### src/rtl/l2_burst_adapter.sv
// rtl/l2_burst_adapter.sv - L2 line request to fixed-length memory beat burst adapter
// Reads reassemble BEATS beats into one line; writes split the latched line into beats.
module l2_burst_adapter #(
  parameter int LINE_W = 256,
  parameter int BEAT_W = 64,
  parameter int ADDR_W = 32
) (
  input  logic              clk,
  input  logic              rst,
  input  logic [ADDR_W-1:0] address_i,
  input  logic              read_i,
  input  logic              write_i,
  input  logic [LINE_W-1:0] line_i,
  output logic [LINE_W-1:0] line_o,
  output logic              resp_o,
  output logic [ADDR_W-1:0] address_o,
  output logic              read_o,
  output logic              write_o,
  output logic [BEAT_W-1:0] burst_o,
  input  logic [BEAT_W-1:0] burst_i,
  input  logic              resp_i
);

  localparam int BEATS = LINE_W / BEAT_W;
  localparam int CNT_W = (BEATS > 1) ? $clog2(BEATS) : 1;
  localparam logic [ADDR_W-1:0] ALIGN_MASK = ~(ADDR_W'((LINE_W / 8) - 1));

  typedef enum logic [1:0] {IDLE, RD, WR, DONE} state_t;

  state_t             state;
  state_t             state_nxt;
  logic [CNT_W-1:0]   cnt;
  logic [LINE_W-1:0]  line_buf;
  logic [LINE_W-1:0]  merged;
  logic               beat;
  logic               last;
  logic               accept;

  // resp_i only counts while a burst is actually in flight
  assign beat   = resp_i && ((state == RD) || (state == WR));
  assign last   = beat && (cnt == CNT_W'(BEATS - 1));
  assign accept = (state == IDLE) && (read_i || write_i);

  always_ff @(posedge clk or negedge rst) begin
    if (!rst) begin
      state <= IDLE;
    end else begin
      state <= state_nxt;
    end
  end

  always_comb begin
    state_nxt = state;
    case (state)
      IDLE: begin
        if (write_i) begin
          state_nxt = WR;
        end else if (read_i) begin
          state_nxt = RD;
        end
      end
      RD:      if (last) state_nxt = DONE;
      WR:      if (last) state_nxt = DONE;
      DONE:    state_nxt = IDLE;
      default: state_nxt = IDLE;
    endcase
  end

  // Read assembly reuses the write line buffer; line_o only updates on the final beat
  always_comb begin
    merged = line_buf;
    merged[cnt*BEAT_W +: BEAT_W] = burst_i;
  end

  always_comb begin
    burst_o = '0;
    if (state == WR) begin
      burst_o = line_buf[cnt*BEAT_W +: BEAT_W];
    end
  end

  always_ff @(posedge clk or negedge rst) begin
    if (!rst) begin
      cnt       <= '0;
      line_buf  <= '0;
      line_o    <= '0;
      address_o <= '0;
      read_o    <= 1'b0;
      write_o   <= 1'b0;
      resp_o    <= 1'b0;
    end else begin
      read_o  <= (state_nxt == RD);
      write_o <= (state_nxt == WR);
      resp_o  <= (state_nxt == DONE);
      if (accept) begin
        address_o <= address_i & ALIGN_MASK;
        cnt       <= '0;
        if (write_i) begin
          line_buf <= line_i;
        end
      end
      if (beat) begin
        cnt <= last ? '0 : cnt + 1'b1;
        if (state == RD) begin
          line_buf <= merged;
          if (last) begin
            line_o <= merged;
          end
        end
      end
    end
  end

endmodule

### config.mk
export PLATFORM = sky130hd
export DESIGN_NAME = l2_burst_adapter
export DESIGN_NICKNAME = d
export VERILOG_FILES = /design/src/rtl/l2_burst_adapter.sv
export SDC_FILE = /design/constraint.sdc
export NUM_CORES = 1
export LEC_CHECK = 0
export BUFFER_PORTS_ARGS = -buffer_cell sky130_fd_sc_hd__buf_2
export CAP_MARGIN = 20
export CORE_AREA = 2 2 281 283
export CTS_CLUSTER_SIZE = 40
export DETAILED_ROUTE_END_ITERATION = 10
export DIE_AREA = 0 0 283 285
export PLACE_DENSITY = 0.61
export SLEW_MARGIN = 20
export SYNTH_ARGS = -nofsm -noshare
export SYNTH_HDL_FRONTEND = slang
export SYNTH_SLANG_ARGS = --single-unit
### constraint.sdc
create_clock -name clk -period 5.65 [get_ports clk]
set_input_delay 0 -clock clk [delete_from_list [all_inputs] [get_ports clk]]
set_output_delay 0 -clock clk [all_outputs]
set_load 0.05 [all_outputs]
==> results.py <==
metrics = {
    "route": {
        "drt-initial-drc-count": 2376,
        "ant_nets": 0,
        "viasPerCell": 5.53,
        "drc_errors": 0,
        "route.vias.total": 28800,
        "wl_per_cell_um": 22.4,
        "wl_mm": 117,
        "drtPass1Iterations": 5,
    },
    "grt": {
        "grt_pass1_wl_mm": 177,
        "grt_antenna_before_repair": 8,
        "use_met2_pct": 44.9,
        "overflow": 0,
        "grt_usage_pct": 28.1,
        "grt_pass1_vias": 29300,
        "grt_max_degree": 173,
        "grtUsageMet3_pct": 5.67,
        "grt-busiest-layer": "met2",
        "grt_use_met1_pct": 35.8,
    },
    "clocking": {
        "cts_tree": "built",
        "clk_latency_ps": 600,
        "cts_buffer_depth": 3,
        "post-cts-setup-buffers": 0,
        "h-tree-depth": 3,
        "numCtsBuffers": 67,
        "cts_sinks": 546,
        "cts_root_buf": "clkbuf_16",
        "clkTransAtPathRegs_ps": 60,
    },
    "synth": {
        "syn_avg_cell_area_um2": 9.49,
        "synth.area.top_cells": "dfrtp_1 49%, nand2_1 7.8%, a211oi_1 6.9%, mux4_2 5.2%, nor2b_1 4.3%",
        "synth_seq_cells": 546,
        "yosysWarnings": 0,
        "netlist_area_um2": 28000,
        "netlist_instances": 2946,
        "ys_types": 38,
        "yosys.area.top_type_share_pct": 48.9,
        "seq_area_frac_synth_pct": 48.9,
        "synth_top_area_cell": "dfrtp_1",
    },
    "timing": {
        "setup-tns-final_ps": 0,
        "drv_slew": 0,
        "fmaxAchievable_mhz": 259,
        "worst_slew_pin_slew_ps": 999,
        "period_needed_ps": 3860,
        "finalCritPeriodShare_pct": 68.4,
        "relSlewSlack_pct": 33.4,
        "rsz0062_at_grt": "no",
        "setup_viol": 0,
        "finalHoldViolations": 0,
        "skew_ps": 32.3,
    },
    "final_layout": {
        "layout-drive-gt1-share_pct": 23.2,
        "final_cell_area_um2": 40400,
        "layout_commonest_cell": "buf_2",
        "area_growth_pct": 44.5,
        "most-common-layout-cells": "700 x buf_2, 604 x dlygate4sd3_1, 583 x nand2_1",
        "nNetsFinal": 4461,
    },
    "min_path": {
        "worstHoldPathType": "in2reg",
    },
    "setup_path": {
        "crit_type": "reg2reg",
        "worst_path_largest_cell_delay_ps": 750,
        "worstPathArrival_ps": 4320,
        "cp.required_ps": 6110,
        "r2r_slack_ps": 1790,
        "worstSetupStartpointType": "flop",
        "slowest_stage": "buf_4",
        "worstPathCellList": "buf_4, ha_4, buf_4, nor2b_1, a211oi_1, a31oi_1, dlygate4sd3_1",
        "critPathMostFrequentCell": "buf_4",
        "cp_max_fo": 41,
        "endpoint_kind": "flop",
    },
    "power_and_ir_drop": {
        "power_density_nw_per_um2": 557,
        "power_mw": 22.5,
        "power_leakage_nw": 18.8,
        "vdd_drop_max_mv": 0.342,
    },
    "floorplan": {
        "dieArea_um2": 80700,
        "rows": 103,
        "fp.dieW_um": 283,
        "core_um2": 78000,
        "die-height_um": 285,
        "io_pins": 712,
        "start_util_pct": 35.8,
    },
    "placement": {
        "placed_cell_area_um2": 32100,
        "hpwl_mm": 69.9,
        "gp_congestion": 0.876,
        "port_buffers": 701,
    },
    "run_status": {
        "outcome": "finished clean",
    },
    "job": {
        "max-cap-violations": 0,
    },
}
-- worst max-delay path, delay by kind of cell (launching register included) --
kind	cells	cell delay, ps
DFF	1	420
buffers and inverters	3	2090
AOI/OAI and AO/OA	2	380
adders and majority gates	1	590
and+or+nand+nor	1	140
-- routing by layer --
metal  up-vias  part of all wire (%)
met5         -                 0.011
met4         2                   5.8
met3       388                   8.1
met2      1504                    46
met1     14000                    40
li1      12800                     -
-- repair_timing --
action | 4_1_cts | 5_1_grt
resized for setup | 0 | 0
hold buffers | 605 | 0
setup endpoints to repair | 0 | 0
endpoints found under the hold margin | 621 | 0
-- path summary, 6_finish.rpt --
| check | cells after the start | to | startpoint |
|---|---|---|---|
| setup / recovery | 7 | line_buf[109] | cnt[0] |
| hold / removal | 3 | address_o[11] | address_i[11] |
| setup reg to reg | 7 | line_buf[109] | cnt[0] |
| hold reg to reg | 2 | line_o[214] | line_o[214] |
| max in group asynchronous | 4 | cnt[1] | rst |
| min in group asynchronous | 3 | line_o[108] | rst |
-- metrics by stage --
step	hold slack [ps]	setup slack (ps)	cells	utilization, %
after floorplan	-296	3360	2950	-
after global placement	51.2	2170	4471	41.2
after detailed placement	44.4	2130	4471	41.2
after CTS	111	1810	5188	51.8
after global routing	150	1610	5193	51.8
final	170	1790	5200	51.8
-- sequential cells by signal, summed over array words and instances (netlist names) --
name,flops
line_buf,256
line_o,256
address_o,27
cnt,2
state,2
read_o,1
resp_o,1
write_o,1
-- synth_stat cells, drive strengths merged --
master	instances
a32oi	98
conb	1
nand2	584
and3	1
a211oi	256
buf	134
or2	1
and2	65
nor4bb	1
nand4	1
a22o	30
nor2	130
o32ai	1
and4bb	2
a31oi	158
nor2b	193
a21oi	165
and4	1
inv	134
a21boi	1
a221oi	30
nand2b	1
and4b	1
o21ai	37
a2bb2oi	64
mux4	64
clkbuf	142
ha	9
o31ai	1
nand3	67
mux2	27
dfrtp	546
-- final cells by class --
type / count / area [um2]
Clock buffer: 93 / 1960
Multi-Input combinational cell: 1994 / 12600
Antenna cell: 12 / 30.0
Fill cell: 7017 / 37600
Tap cell: 1050 / 1310
Inverter: 134 / 505
Clock inverter: 19 / 221
Sequential cell: 546 / 13700
Timing Repair Buffer: 1352 / 10100
-- where the power goes --
part	switching, mW	internal (mW)	leakage, nW
clock network	1.77	2.55	1.08
logic	7.12	4.68	11.2
registers	1.04	5.35	6.46
-- cells by family after synthesis --
| group | Yosys count | share of synthesized area [%] |
|---|---|---|
| AO/OA/AOI/OAI | 841 | 21.1 |
| adder cells (fa/ha/maj) | 9 | 0.403 |
| buffers and inverters | 410 | 6.51 |
| flip-flops | 546 | 48.9 |
| multiplexers | 91 | 6.24 |
| other | 1 | 0.0134 |
| AND/OR/NAND/NOR | 1048 | 16.9 |
No activity file was read; power rests on OpenSTA's default activity.
